$ cat src/rtl/aq32_bus_interconnect_if.sv
// CPU-side bus of the aq32 interconnect: request from the core, stall/data/error back.
// "master" is the CPU view, "slave" is the interconnect view.
interface aq32_bus_interconnect_if;
  logic [31:0] cpu_addr;
  logic        cpu_wren;
  logic        cpu_strobe;
  logic        cpu_wait;
  logic [31:0] cpu_rddata;
  logic        cpu_error;

  modport master (
    output cpu_addr, cpu_wren, cpu_strobe,
    input  cpu_wait, cpu_rddata, cpu_error
  );

  modport slave (
    input  cpu_addr, cpu_wren, cpu_strobe,
    output cpu_wait, cpu_rddata, cpu_error
  );
endinterface

$ cat src/rtl/aq32_bus_interconnect.sv
// aq32 CPU-bus decoder: base/mask decode, handshake or fixed-latency wait generation,
// read-data mux, bus errors for unmapped/timed-out accesses with first-error capture.
module aq32_bus_interconnect #(
  parameter int                     NUM_SLAVES    = 4,
  parameter logic [NUM_SLAVES*32-1:0] SLAVE_BASE  = {NUM_SLAVES{32'h0000_0000}},
  parameter logic [NUM_SLAVES*32-1:0] SLAVE_MASK  = {NUM_SLAVES{32'hFFFF_FFFF}},
  parameter logic [NUM_SLAVES*4-1:0]  SLAVE_LATENCY = {NUM_SLAVES{4'd1}},
  parameter int                     TIMEOUT       = 255
) (
  input  logic                       clk,
  input  logic                       reset_n,
  aq32_bus_interconnect_if.slave     cpu,
  output logic [NUM_SLAVES-1:0]      s_strobe,
  input  logic [NUM_SLAVES-1:0]      s_wait,
  input  logic [NUM_SLAVES*32-1:0]   s_rddata,
  output logic                       err_valid,
  output logic                       err_cause,
  output logic [31:0]                err_addr,
  input  logic                       err_clr
);

  localparam int SEL_W = (NUM_SLAVES > 1) ? $clog2(NUM_SLAVES) : 1;
  localparam int TO_W  = (TIMEOUT > 0) ? $clog2(TIMEOUT + 1) : 1;
  localparam logic [TO_W-1:0] TO_MAX = TO_W'(TIMEOUT);

  typedef enum logic [1:0] {ST_IDLE, ST_LAT, ST_ERR} state_t;

  state_t            state_reg, state_next;
  logic [3:0]        lat_cnt_reg, lat_cnt_next;
  logic [TO_W-1:0]   to_cnt_reg, to_cnt_next, to_inc;
  logic              err_valid_reg, err_cause_reg;
  logic [31:0]       err_addr_reg;

  logic [NUM_SLAVES-1:0] hit;
  logic [3:0]            lat_tab [NUM_SLAVES];
  logic [31:0]           rd_tab  [NUM_SLAVES];
  logic [SEL_W-1:0]      sel;
  logic                  mapped;
  logic [3:0]            lat_sel;

  logic                  wait_c, error_c, err_set, err_set_cause;
  logic [31:0]           rddata_c;
  logic [NUM_SLAVES-1:0] strobe_c;

  for (genvar gi = 0; gi < NUM_SLAVES; gi++) begin : g_slave
    assign hit[gi]     = (cpu.cpu_addr & SLAVE_MASK[32*gi +: 32]) == SLAVE_BASE[32*gi +: 32];
    assign lat_tab[gi] = SLAVE_LATENCY[4*gi +: 4];
    assign rd_tab[gi]  = s_rddata[32*gi +: 32];
  end

  // Scan downwards so the lowest-index hit is the one left standing.
  always_comb begin
    sel    = '0;
    mapped = 1'b0;
    for (int i = NUM_SLAVES - 1; i >= 0; i--) begin
      if (hit[i]) begin
        sel    = SEL_W'(i);
        mapped = 1'b1;
      end
    end
  end

  assign lat_sel = lat_tab[sel];
  assign to_inc  = (to_cnt_reg == {TO_W{1'b1}}) ? to_cnt_reg : to_cnt_reg + 1'b1;

  always_comb begin
    state_next    = state_reg;
    lat_cnt_next  = lat_cnt_reg;
    to_cnt_next   = to_cnt_reg;
    wait_c        = 1'b0;
    error_c       = 1'b0;
    rddata_c      = '0;
    strobe_c      = '0;
    err_set       = 1'b0;
    err_set_cause = 1'b0;
    case (state_reg)
      ST_IDLE: begin
        lat_cnt_next = '0;
        if (!cpu.cpu_strobe) begin
          to_cnt_next = '0;
        end else if (!mapped) begin
          wait_c      = 1'b1;
          state_next  = ST_ERR;
          err_set     = 1'b1;
          to_cnt_next = '0;
        end else begin
          strobe_c[sel] = 1'b1;
          if (lat_sel == 4'd0) begin
            wait_c   = s_wait[sel];
            rddata_c = rd_tab[sel];
            if (!s_wait[sel]) begin
              to_cnt_next = '0;
            end else if ((TIMEOUT != 0) && (to_cnt_reg == TO_MAX)) begin
              state_next    = ST_ERR;
              err_set       = 1'b1;
              err_set_cause = 1'b1;
              to_cnt_next   = '0;
            end else begin
              to_cnt_next = to_inc;
            end
          end else if (cpu.cpu_wren) begin
            to_cnt_next = '0;
          end else begin
            wait_c       = 1'b1;
            lat_cnt_next = 4'd1;
            state_next   = ST_LAT;
            to_cnt_next  = '0;
          end
        end
      end
      ST_LAT: begin
        to_cnt_next = '0;
        // A dropped strobe abandons the access silently.
        if (!cpu.cpu_strobe || !mapped) begin
          state_next   = ST_IDLE;
          lat_cnt_next = '0;
        end else begin
          strobe_c[sel] = 1'b1;
          if (lat_cnt_reg != lat_sel) begin
            wait_c       = 1'b1;
            lat_cnt_next = lat_cnt_reg + 4'd1;
          end else begin
            rddata_c     = rd_tab[sel];
            state_next   = ST_IDLE;
            lat_cnt_next = '0;
          end
        end
      end
      ST_ERR: begin
        error_c      = cpu.cpu_strobe;
        state_next   = ST_IDLE;
        to_cnt_next  = '0;
        lat_cnt_next = '0;
      end
      default: state_next = ST_IDLE;
    endcase
  end

  always_ff @(posedge clk or negedge reset_n) begin
    if (!reset_n) begin
      state_reg   <= ST_IDLE;
      lat_cnt_reg <= '0;
      to_cnt_reg  <= '0;
    end else begin
      state_reg   <= state_next;
      lat_cnt_reg <= lat_cnt_next;
      to_cnt_reg  <= to_cnt_next;
    end
  end

  // A clear coinciding with a new error still lets the new error in.
  always_ff @(posedge clk or negedge reset_n) begin
    if (!reset_n) begin
      err_valid_reg <= 1'b0;
      err_cause_reg <= 1'b0;
      err_addr_reg  <= '0;
    end else if (err_set && (!err_valid_reg || err_clr)) begin
      err_valid_reg <= 1'b1;
      err_cause_reg <= err_set_cause;
      err_addr_reg  <= cpu.cpu_addr;
    end else if (err_clr) begin
      err_valid_reg <= 1'b0;
      err_cause_reg <= 1'b0;
      err_addr_reg  <= '0;
    end
  end

  assign cpu.cpu_wait   = reset_n & wait_c;
  assign cpu.cpu_error  = reset_n & error_c;
  assign cpu.cpu_rddata = reset_n ? rddata_c : 32'd0;
  assign s_strobe       = reset_n ? strobe_c : '0;
  assign err_valid      = err_valid_reg;
  assign err_cause      = err_cause_reg;
  assign err_addr       = err_addr_reg;

endmodule

$ cat src/flat_wrapper.sv
// flat-port wrapper written by rule: the top's interface ports become plain ports
module aq32_bus_interconnect_flat 
#(
  parameter int                     NUM_SLAVES    = 4,
  parameter logic [NUM_SLAVES*32-1:0] SLAVE_BASE  = {NUM_SLAVES{32'h0000_0000}},
  parameter logic [NUM_SLAVES*32-1:0] SLAVE_MASK  = {NUM_SLAVES{32'hFFFF_FFFF}},
  parameter logic [NUM_SLAVES*4-1:0]  SLAVE_LATENCY = {NUM_SLAVES{4'd1}},
  parameter int                     TIMEOUT       = 255
)
  (clk, reset_n, s_strobe, s_wait, s_rddata, err_valid, err_cause, err_addr, err_clr, cpu_cpu_addr, cpu_cpu_wren, cpu_cpu_strobe, cpu_cpu_wait, cpu_cpu_rddata, cpu_cpu_error);
  aq32_bus_interconnect_if cpu_i ();
  input  logic clk;
  input  logic reset_n;
  output logic [NUM_SLAVES-1:0] s_strobe;
  input  logic [NUM_SLAVES-1:0] s_wait;
  input  logic [NUM_SLAVES*32-1:0] s_rddata;
  output logic err_valid;
  output logic err_cause;
  output logic [31:0] err_addr;
  input  logic err_clr;
  input wire logic [$bits(cpu_i.cpu_addr)-1:0] cpu_cpu_addr;
  input wire logic [$bits(cpu_i.cpu_wren)-1:0] cpu_cpu_wren;
  input wire logic [$bits(cpu_i.cpu_strobe)-1:0] cpu_cpu_strobe;
  output wire logic [$bits(cpu_i.cpu_wait)-1:0] cpu_cpu_wait;
  output wire logic [$bits(cpu_i.cpu_rddata)-1:0] cpu_cpu_rddata;
  output wire logic [$bits(cpu_i.cpu_error)-1:0] cpu_cpu_error;
  assign cpu_i.cpu_addr = cpu_cpu_addr;
  assign cpu_i.cpu_wren = cpu_cpu_wren;
  assign cpu_i.cpu_strobe = cpu_cpu_strobe;
  assign cpu_cpu_wait = cpu_i.cpu_wait;
  assign cpu_cpu_rddata = cpu_i.cpu_rddata;
  assign cpu_cpu_error = cpu_i.cpu_error;
  aq32_bus_interconnect #(.NUM_SLAVES(NUM_SLAVES), .SLAVE_BASE(SLAVE_BASE), .SLAVE_MASK(SLAVE_MASK), .SLAVE_LATENCY(SLAVE_LATENCY), .TIMEOUT(TIMEOUT)) u_core (.clk(clk), .reset_n(reset_n), .cpu(cpu_i), .s_strobe(s_strobe), .s_wait(s_wait), .s_rddata(s_rddata), .err_valid(err_valid), .err_cause(err_cause), .err_addr(err_addr), .err_clr(err_clr));
endmodule
$ cat config.mk
export PLATFORM = sky130hd
export DESIGN_NAME = aq32_bus_interconnect_flat
export DESIGN_NICKNAME = d
export VERILOG_FILES = /design/src/rtl/aq32_bus_interconnect_if.sv /design/src/rtl/aq32_bus_interconnect.sv /design/src/flat_wrapper.sv
export SDC_FILE = /design/constraint.sdc
export NUM_CORES = 1
export LEC_CHECK = 0
export CORE_AREA = 4 4 99 101
export CTS_BUF_LIST = sky130_fd_sc_hd__clkbuf_4 sky130_fd_sc_hd__clkbuf_8
export DETAILED_ROUTE_END_ITERATION = 12
export DIE_AREA = 0 0 103 105
export PLACE_DENSITY = 0.78
export SKIP_LAST_GASP = 1
export SYNTH_ARGS = -nofsm -noshare
export SYNTH_HDL_FRONTEND = slang
export SYNTH_SLANG_ARGS = --single-unit
$ cat constraint.sdc
create_clock -name clk -period 2.1 [get_ports clk]
set_input_delay 0.21 -clock clk [delete_from_list [all_inputs] [get_ports clk]]
set_output_delay 0.21 -clock clk [all_outputs]
set_load 0.03 [all_outputs]
==> results by group, run 1 <==
STA
  • Final hold slack: between 200 and 250 ps
  • Worst Clk Skew: 3.773 ps
  • Final Hold Viols: 0
  • Max Slew Vio Count: 0
  • # setup viols final: 32
  • Final WS setup: -153.6 ps
  • RSZ-0062 raised after global routing: yes
  • Crit path time final: between 2000 and 2500 ps
  • Final worst path period share: 107.3%
  • Setup TNS: -4476 ps
  • Fmax: 0.4437 GHz

Cells and area
  • Share of layout cells above drive strength 1: 40.16%
  • Synthesis-to-layout area growth: 76.34%
  • Final #Nets: around 560
  • Fill cell count: 864
  • Reg area: 977.2 um^2
  • N_diodes: 0
  • Finished Layout Cells: 492
  • Core Util, Final: 46.62%
  • Footprint of the multi-input gates: 1406 um^2
  • Max FFs per register: 32
  • Final Cell Area: 4205 um^2

Synthesis
  • Yosys reg bits: 39
  • Post-synth cell types: 40
  • Post-synthesis cell area: 2385 um^2
  • Sequential fraction of the synthesis area: 40.92%
  • Syn avg cell area: 10.84 um^2
  • Mapped Cells: between 200 and 250
  • YS warnings: 0

CTS
  • CTS Buffer Depth: 2
  • CTS buffer count: 5
  • CTS clk-pin slew, worst paths: ~80 ps
  • # H-tree levels: 2
  • Worst skew pair latency: 290 ps
  • CTS root buf: clkbuf_8
  • CTS tree: built
  • Clk sinks: 39

Die
  • Core Footprint: 9021 um^2
  • Initial Utilization: 26.44%
  • DIE AREA: 10820 um^2
  • Num rows: 35
  • Die Y-Extent: between 100 and 150 um
  • Io pins: 241
  • Chip width: about 100 um

Power
  • Final Total Pwr: 3.103 mW
  • Max VDD drop: about 0.49 mV
  • Leak: between 1.5 and 2 nW
  • Power Density: between 700 and 800 nW/um^2

Global routing
  • First-pass GRT wire length: 11.61 mm
  • Antenna violations before repair: 0
  • Vias in the first global route: about 2500
  • Tot GR Track Use: 13.42%
  • Largest net degree at the start of global routing: 33
  • GRT overflow: 0

Drt
  • Routed Antenna Nets: 0
  • Via/cell ratio: around 4.6
  • Initial DRC Count: 97
  • DR vias: 2287
  • First-pass DRT Iterations: 4
  • Remaining DRCs: 0
  • Wire per inst: 14.93 um
  • Routed WL: 7.346 mm

Setup path
  • CP arrival: 2040 ps
  • CP top delay family: simple AND/OR/NAND/NOR gates
  • Crit path kind: flip-flop to primary output
  • Worst path buffer plus inverter count: 3
  • Slowest-stage cell, CP: or3b_4
  • Crit. End Element: primary output
  • Startpoint Class: flip-flop
  • Max Fanout on Critical Path: 32
  • CP Cell Sequence: inv_1 -> ha_1 -> or3b_4 -> nor4_4 -> buf_12 -> and2_2 -> buf_4
  • Worst path required time: 1890 ps
  • Delay of the slowest critical-path stage: around 400 ps

Run status
  • Status: complete, but fails checks
  • Violated checks: setup timing

Placement
  • # port buffers: 136
  • Instance area at placement: 4006 um^2
  • Placed Cells incl. Taps: 479
  • Routability cong.: slightly below 0.8
  • DP HPWL: approximately 5.6 mm
  • Pre-CTS WS: -367.3 ps

Run
  • Max-cap check violation count: 0

Min path
  • Worst hold path type: input port to flip-flop
synth_stat cells:
cell type	n	area, um^2
or3b_2	1	8.760
nand4_1	2	12.51
clkbuf_1	7	26.28
a31oi_1	1	6.260
o41ai_1	1	8.760
dfrtp_1	39	975.9
mux2_2	30	337.8
nand2_1	8	30.03
buf_6	3	33.78
o21ai_0	1	5.000
o41ai_2	1	16.27
nor4b_1	1	8.760
o211ai_1	2	15.01
nor4_4	1	21.27
a32oi_1	1	8.760
nor4_1	4	25.02
nand4_4	1	21.27
nor4_2	7	87.58
nor2_1	2	7.510
mux2_1	2	22.52
o2111ai_4	1	26.28
conb_1	1	3.750
and3_1	2	12.51
nor3_1	3	15.01
and2_1	32	200.2
o22ai_1	1	6.260
a211o_1	2	17.52
a221oi_1	1	8.760
clkbuf_2	3	15.01
buf_4	4	30.03
nand3_1	4	20.02
nor2b_1	32	200.2
or2_1	1	6.260
ha_1	6	75.07
o311ai_1	1	8.760
or4_1	1	7.510
a21oi_1	1	5.000
nand4_2	1	12.51
nand2b_1	2	12.51
inv_1	6	22.52
worst reg2reg max path, delay by kind of cell (launching register included):
| family | cells | cell delay, ps |
|---|---|---|
| simple gates | 3 | 780 |
| flops | 1 | 400 |
| compound gates | 1 | 210 |
| fa+ha+maj | 1 | 200 |
| buf+inv | 1 | 140 |
power breakdown:
| part | total (mW) | leakage (nW) | switching, mW | internal (mW) |
|---|---|---|---|---|
| Sequential | 1.03 | 0.515 | 0.103 | 0.931 |
| Clock | 0.547 | 0.0474 | 0.279 | 0.268 |
| Combinational | 1.52 | 1.41 | 0.769 | 0.752 |
worst paths after layout:
check                                      start               endpoint  slack (ps)  cells past startpoint
max                        u_core.lat_cnt_reg[1]     cpu_cpu_rddata[23]        -150                      7
min reg2reg                u_core.lat_cnt_reg[3]  u_core.lat_cnt_reg[3]         550                      1
min                              cpu_cpu_addr[2]     u_core.err_addr[2]         220                      2
max reg2reg                u_core.lat_cnt_reg[0]  u_core.lat_cnt_reg[1]         270                      6
min in group asynchronous                reset_n    u_core.state_reg[1]         430                      3
max in group asynchronous                reset_n    u_core.err_addr[20]        1040                      4
repair_timing:
item,4_1_cts,5_1_grt
endpoints found under the setup margin,35,34
pin swaps,9,7
resized for setup,39,8
setup buffers,2,2
endpoints found under the hold margin,9,0
hold buffers,1,0
cells by family after synthesis:
kind of cell / share of synthesized area (%)
buf+inv: 5.351
flops: 40.92
mux: 15.11
fa+ha+maj: 3.148
other cells: 0.1572
compound gates: 5.562
simple gates: 29.75
final cells by class:
class / count / share of cell area, %
well taps: 111 / 3.303
multi-input cells: 161 / 33.44
inverters: 6 / 0.5356
clock inverters: 2 / 0.3868
flip-flops and latches: 39 / 23.24
repair buffers: 167 / 37.13
clock buffers: 6 / 1.964
layout by cell type (no fill, tap or decap), types with 3 or more instances in the layout:
cell	n
buf_4	57
nor4_2	4
nor2b_1	32
dlymetal6s2s_1	3
clkbuf_8	6
ha_1	6
conb_1	4
nand2_1	8
dfrtp_1	38
clkdlybuf4s50_1	70
mux2_2	30
nor4_4	5
nor4_1	3
inv_1	6
buf_12	6
dlygate4sd2_1	26
and2_2	30
nand3_1	4
routing by layer:
metal	vias to the layer above	wire length, um	part of all wire, %	global-route usage [%]
met5	-	0	0	0
met4	0	189	2.6	4.903
met3	25	606	8.2	4.072
met1	1092	2795	38	15.56
met2	95	3754	51	22.87
li1	1075	-	-	-
Note: power is estimated with default switching activity, not from simulation.
==> inputs of run 2 (changes only) <==
--- a/config.mk
+++ b/config.mk
@@ -5,11 +5,11 @@
 export SDC_FILE = /design/constraint.sdc
 export NUM_CORES = 1
 export LEC_CHECK = 0
-export CORE_AREA = 4 4 99 101
+export CORE_AREA = 4 4 95 97
 export CTS_BUF_LIST = sky130_fd_sc_hd__clkbuf_4 sky130_fd_sc_hd__clkbuf_8
 export DETAILED_ROUTE_END_ITERATION = 12
-export DIE_AREA = 0 0 103 105
-export PLACE_DENSITY = 0.78
+export DIE_AREA = 0 0 99 101
+export PLACE_DENSITY = 0.8
 export SKIP_LAST_GASP = 1
 export SYNTH_ARGS = -nofsm -noshare
 export SYNTH_HDL_FRONTEND = slang
==> constraint.sdc (replaced) <==
create_clock -name clk -period 2.4 [get_ports clk]
set_input_delay 0.24 -clock clk [delete_from_list [all_inputs] [get_ports clk]]
set_output_delay 0.24 -clock clk [all_outputs]
set_load 0.03 [all_outputs]
==> results by group, run 2 (synthesis gave the netlist of run 1 again) <==
Run status
  • Status: finished, final reports clean

Setup path
  • Worst path required time: 2160 ps
  • Delay of the slowest critical-path stage: approximately 470 ps
  • CP top delay family: buffers and inverters
  • Startpoint Class: input port
  • FF-to-FF End: u_core.err_addr[27]
  • Worst-case reg-to-reg path depth: 5
  • Crit path kind: input port to primary output
  • CP arrival: 2060 ps
  • Cell mode on critical path: nor4_4
  • Crit. End Element: primary output
  • R2R Setup Slk: 590 ps
  • Worst path buffer plus inverter count: 4
  • Slowest-stage cell, CP: clkdlybuf4s50_1
  • Max Fanout on Critical Path: 16
  • Critical Path End: cpu_cpu_rddata[4]
  • Worst path depth: 8
  • FF-to-FF Start: u_core.state_reg[0]
  • CP Cell Sequence: clkdlybuf4s50_1 -> nor4_4 -> nand4_4 -> nor4_4 -> buf_6 -> buf_12 -> and2_1 -> buf_4
  • Worst Setup SP: cpu_cpu_addr[28]

Drt
  • Routed WL: 7.282 mm
  • Routed Antenna Nets: 0
  • Initial DRC Count: 83
  • First-pass DRT Iterations: 4
  • DR vias: 2233
  • Remaining DRCs: 0
  • Via/cell ratio: 4.672
  • Wire per inst: 15.23 um

Power
  • Max VDD drop: 0.5067 mV
  • Leak: approximately 1.9 nW
  • Power Density: between 600 and 700 nW/um^2

Run
  • Max-cap check violation count: 0

Placement
  • Instance area at placement: 3816 um^2
  • Pre-CTS WS: -109.9 ps
  • Routability cong.: 0.9215
  • # port buffers: 136
  • DP HPWL: 5.309 mm

STA
  • Least-Margin Pin Slew: 519.4 ps
  • Final Hold Viols: 0
  • Final WS setup: 104.2 ps
  • Final worst path period share: 95.66%
  • Final hold slack: 111.6 ps
  • Fmax: 0.4356 GHz
  • Crit path time final: 2296 ps
  • RSZ-0062 raised after global routing: yes
  • # setup viols final: 0
  • Worst slew margin: 65.37%
  • Worst Clk Skew: just under 10 ps
  • Setup TNS: 0 ps
  • Max Slew Vio Count: 0

Global routing
  • M1 GR Usage: 15.97%
  • Vias in the first global route: 2341
  • Busiest grt layer: met2
  • Largest net degree at the start of global routing: 40
  • GRT overflow: 0
  • Met2 Use GR: between 20% and 30%
  • Tot GR Track Use: 14.18%
  • Met3 usage: 4.567%
  • First-pass GRT wire length: 11.62 mm
  • Antenna violations before repair: 0

Die
  • Num rows: 33
  • Chip width: 99 um
  • DIE AREA: approximately 10000 um^2
  • Initial Utilization: between 20% and 30%
  • Core Footprint: 8134 um^2
  • Io pins: 241
  • Die Y-Extent: between 100 and 150 um

Cells and area
  • Share of layout cells above drive strength 1: 31.90%
  • Final Cell Area: 4187 um^2
  • Most common cell after layout, fill and taps aside: clkdlybuf4s50_1
  • Most frequent cells in the layout: clkdlybuf4s50_1 (83), buf_4 (39), dfrtp_1 (39), nor2b_1 (32), mux2_2 (30)
  • Core Util, Final: 51.47%
  • Final #Nets: 547
  • Max FFs per register: 32
  • Synthesis-to-layout area growth: 75.55%
  • N_diodes: 0

CTS
  • Clk sinks: 39
  • CTS Buffer Depth: 2
  • Worst skew pair latency: ~290 ps
  • CTS tree: built
  • CTS buffer count: 5
  • CTS root buf: clkbuf_8
  • CTS clk-pin slew, worst paths: 80 ps
  • Hold Buf Count CTS: 0
  • # H-tree levels: 2

Min path
  • Worst hold path type: input port to asynchronous set/reset pin
[run 2: power breakdown]
group	total, mW	switching [mW]	internal [mW]
Clock	0.571	0.234	0.337
Combinational	1.29	0.662	0.625
Sequential	0.903	0.0885	0.814
Total	2.76	0.985	1.78
[run 2: timing repair]
item,in CTS,in global routing
gates resized for setup,35,16
pin swaps,7,8
endpoints found under the setup margin,32,30
setup buffers,4,4
cloned,2,0
[run 2: how the worst min path moves through the flow]
| stage | to | cells past startpoint | slack (ps) | from |
|---|---|---|---|---|
| floorplan | u_core.err_addr[0] | 0 | -60 | reset_n |
| global placement | u_core.err_addr[6] | 2 | 440 | reset_n |
| detailed placement | u_core.lat_cnt_reg[2] | 2 | 450 | reset_n |
| CTS | u_core.err_valid | 2 | 120 | reset_n |
| global route | u_core.err_valid | 2 | 170 | reset_n |
| finish | u_core.err_addr[26] | 2 | 110 | reset_n |
[run 2: area by class of cell]
| cell class | count | area [um^2] |
|---|---|---|
| Tap cell | 105 | 131.4 |
| Fill cell | 736 | 3948 |
| Multi-Input combinational cell | 161 | 1386 |
| Clock inverter | 2 | 35.03 |
| Clock buffer | 6 | 82.58 |
| Timing Repair Buffer | 159 | 1553 |
| Inverter | 6 | 22.52 |
| Sequential cell | 39 | 975.9 |
[run 2: metrics by stage]
step | cells | total power [mW]
after floorplan | 223 | 1.652
after global placement | 460 | 2.176
after detailed placement | 460 | 2.195
after CTS | 474 | 2.791
after global routing | 478 | 2.910
final | 478 | 2.761
[run 2: metal layers]
metal,wire length (um),vias up
li1,-,1055
met1,2866,1080
met2,3789,93
met3,593,5
met4,34,0
met5,0,-
==> inputs of run 3 (changes only) <==
--- a/config.mk
+++ b/config.mk
@@ -9,8 +9,10 @@
 export CTS_BUF_LIST = sky130_fd_sc_hd__clkbuf_4 sky130_fd_sc_hd__clkbuf_8
 export DETAILED_ROUTE_END_ITERATION = 12
 export DIE_AREA = 0 0 99 101
+export GPL_ROUTABILITY_DRIVEN = 1
 export PLACE_DENSITY = 0.8
 export SKIP_LAST_GASP = 1
+export SLEW_MARGIN = 20
 export SYNTH_ARGS = -nofsm -noshare
 export SYNTH_HDL_FRONTEND = slang
 export SYNTH_SLANG_ARGS = --single-unit
==> constraint.sdc (replaced) <==
create_clock -name clk -period 2.4 [get_ports clk]
set_input_delay 0.48 -clock clk [delete_from_list [all_inputs] [get_ports clk]]
set_output_delay 0.48 -clock clk [all_outputs]
set_load 0.03 [all_outputs]
==> results by group, run 3 (synthesis gave the netlist of run 1 again) <==
Placement
  • # port buffers: ~140
  • Routability cong.: 0.8755
  • Instance area at placement: 3900 um^2
  • DP HPWL: 5.425 mm
  • Pre-CTS WS: -478.2 ps

Global routing
  • GRT overflow: 0
  • Tot GR Track Use: approximately 15%
  • First-pass GRT wire length: 11.87 mm
  • Largest net degree at the start of global routing: 38
  • Antenna violations before repair: 0
  • Met2 Use GR: 26.81%
  • M1 GR Usage: 17.79%
  • Busiest grt layer: met2
  • Vias in the first global route: 2360
  • Met3 usage: 3.668%

Die
  • Initial Utilization: 29.32%
  • Num rows: 33
  • DIE AREA: 9999 um^2
  • Io pins: 241
  • Die Y-Extent: 101 um
  • Core Footprint: just over 8000 um^2
  • Chip width: between 90 and 100 um

Setup path
  • Worst path depth: 8
  • Worst path required time: ~1900 ps
  • CP arrival: ~2000 ps
  • CP top delay family: simple AND/OR/NAND/NOR gates
  • Worst-case reg-to-reg path depth: 6
  • Max Fanout on Critical Path: 8
  • FF-to-FF End: u_core.lat_cnt_reg[1]
  • CP Cell Sequence: inv_1 -> ha_2 -> or3b_4 -> nor4_4 -> buf_4 -> buf_8 -> and2_4 -> buf_6
  • Startpoint Class: flip-flop
  • Delay of the slowest critical-path stage: 400 ps
  • Crit path kind: flip-flop to primary output
  • Worst Setup SP: u_core.lat_cnt_reg[1]
  • Worst path buffer plus inverter count: 4
  • Crit. End Element: primary output
  • Slowest-stage cell, CP: or3b_4
  • FF-to-FF Start: u_core.lat_cnt_reg[0]
  • R2R Setup Slk: 610 ps
  • Critical Path End: cpu_cpu_rddata[12]

CTS
  • CTS buffer count: 5
  • CTS tree: built
  • CTS root buf: clkbuf_8
  • # H-tree levels: 2
  • Worst skew pair latency: around 280 ps
  • Clk sinks: 39
  • CTS clk-pin slew, worst paths: 80 ps
  • Hold Buf Count CTS: 0
  • CTS Buffer Depth: 2

STA
  • RSZ-0062 raised after global routing: yes
  • Final worst path period share: 104.6%
  • Setup TNS: -2506 ps
  • Fmax: between 0.3 and 0.4 GHz
  • Crit path time final: roughly 2500 ps
  • Max Slew Vio Count: 0
  • Worst Clk Skew: 4.179 ps
  • # setup viols final: 32
  • Final Hold Viols: 0
  • Final WS setup: -109.4 ps

Drt
  • First-pass DRT Iterations: 4
  • DR vias: ~2200
  • Remaining DRCs: 0
  • Initial DRC Count: 59
  • Wire per inst: 15.73 um
  • Routed Antenna Nets: 0
  • Via/cell ratio: 4.627
  • Routed WL: 7.549 mm

Min path
  • Worst hold path type: input port to asynchronous set/reset pin

Cells and area
  • Final Cell Area: 4217 um^2
  • N_diodes: 0
  • Final #Nets: roughly 550
  • Most common cell after layout, fill and taps aside: clkdlybuf4s50_1
  • Core Util, Final: 51.84%
  • Fill cell count: 725
  • Max FFs per register: 32
  • Share of layout cells above drive strength 1: 46.13%
  • Most frequent cells in the layout: clkdlybuf4s50_1 (68), dfrtp_1 (39), buf_6 (37), nor2b_1 (32), mux2_2 (30)
  • Synthesis-to-layout area growth: 76.81%

Run status
  • Violated checks: setup timing
  • Status: complete, but fails checks

Power
  • Final Total Pwr: 2.735 mW
  • Power Density: 648.7 nW/um^2
  • Leak: 1.929 nW
  • Max VDD drop: ~0.35 mV

Run
  • Max-cap check violation count: 0
==> run 3: changes by cell type in the layout (fill, tap and decap cells not counted), moves of 14 or more <==
cell | previous run | this run
and2_1 | 25 | 2
and2_2 | 0 | 14
buf_4 | 39 | 24
buf_6 | 15 | 37
clkbuf_2 | 0 | 16
clkdlybuf4s50_1 | 83 | 68
==> run 3: metal layers <==
metal / wire length (um) / part of all wire (%) / vias to the layer above
met2: 4013 / 53 / 88
met5: 0 / 0 / -
met1: 2958 / 39 / 1068
li1: - / - / 1063
met3: 558 / 7.4 / 2
met4: 19 / 0.25 / 0
==> run 3: layout make-up <==
class	count	area [um^2]	area share, %
Clock inverter	2	35.03	0.8309
Timing Repair Buffer	161	1511	35.85
Tap cell	105	131.4	3.116
Inverter	6	22.52	0.5341
Clock buffer	6	82.58	1.958
Sequential cell	39	975.9	23.15
Multi-Input combinational cell	161	1458	34.57
==> run 3: worst min-delay path by stage <==
stage	from	endpoint	slack (ps)	depth (start not counted)
6_report	reset_n	u_core.state_reg[0]	20	1
5_1_grt	reset_n	u_core.state_reg[0]	10	1
4_1_cts	reset_n	u_core.state_reg[0]	10	1
3_5_place_dp	reset_n	u_core.state_reg[1]	320	1
3_3_place_gp	reset_n	u_core.state_reg[0]	320	1
2_1_floorplan	reset_n	u_core.err_addr[0]	180	0
==> run 3: repair_timing <==
action	CTS	global route
setup buffers	9	3
resized for setup	103	70
gates cloned	2	0
pin swaps	8	29
endpoints found under the hold margin	0	0
endpoints found under the setup margin	34	34
==> run 3: report_power, final <==
part	leakage [nW]	internal, mW	switching (mW)	total, mW
Clock	0.0612	0.337	0.230	0.567
Combinational	1.35	0.611	0.657	1.27
Sequential	0.517	0.814	0.0869	0.901
==> run 3: through the flow <==
step	hold WS (ps)	instances
6_report	23.72	480
3_5_place_dp	321.9	465
5_1_grt	10.96	480
2_1_floorplan	184.4	223
4_1_cts	11.40	483
3_3_place_gp	320.0	465
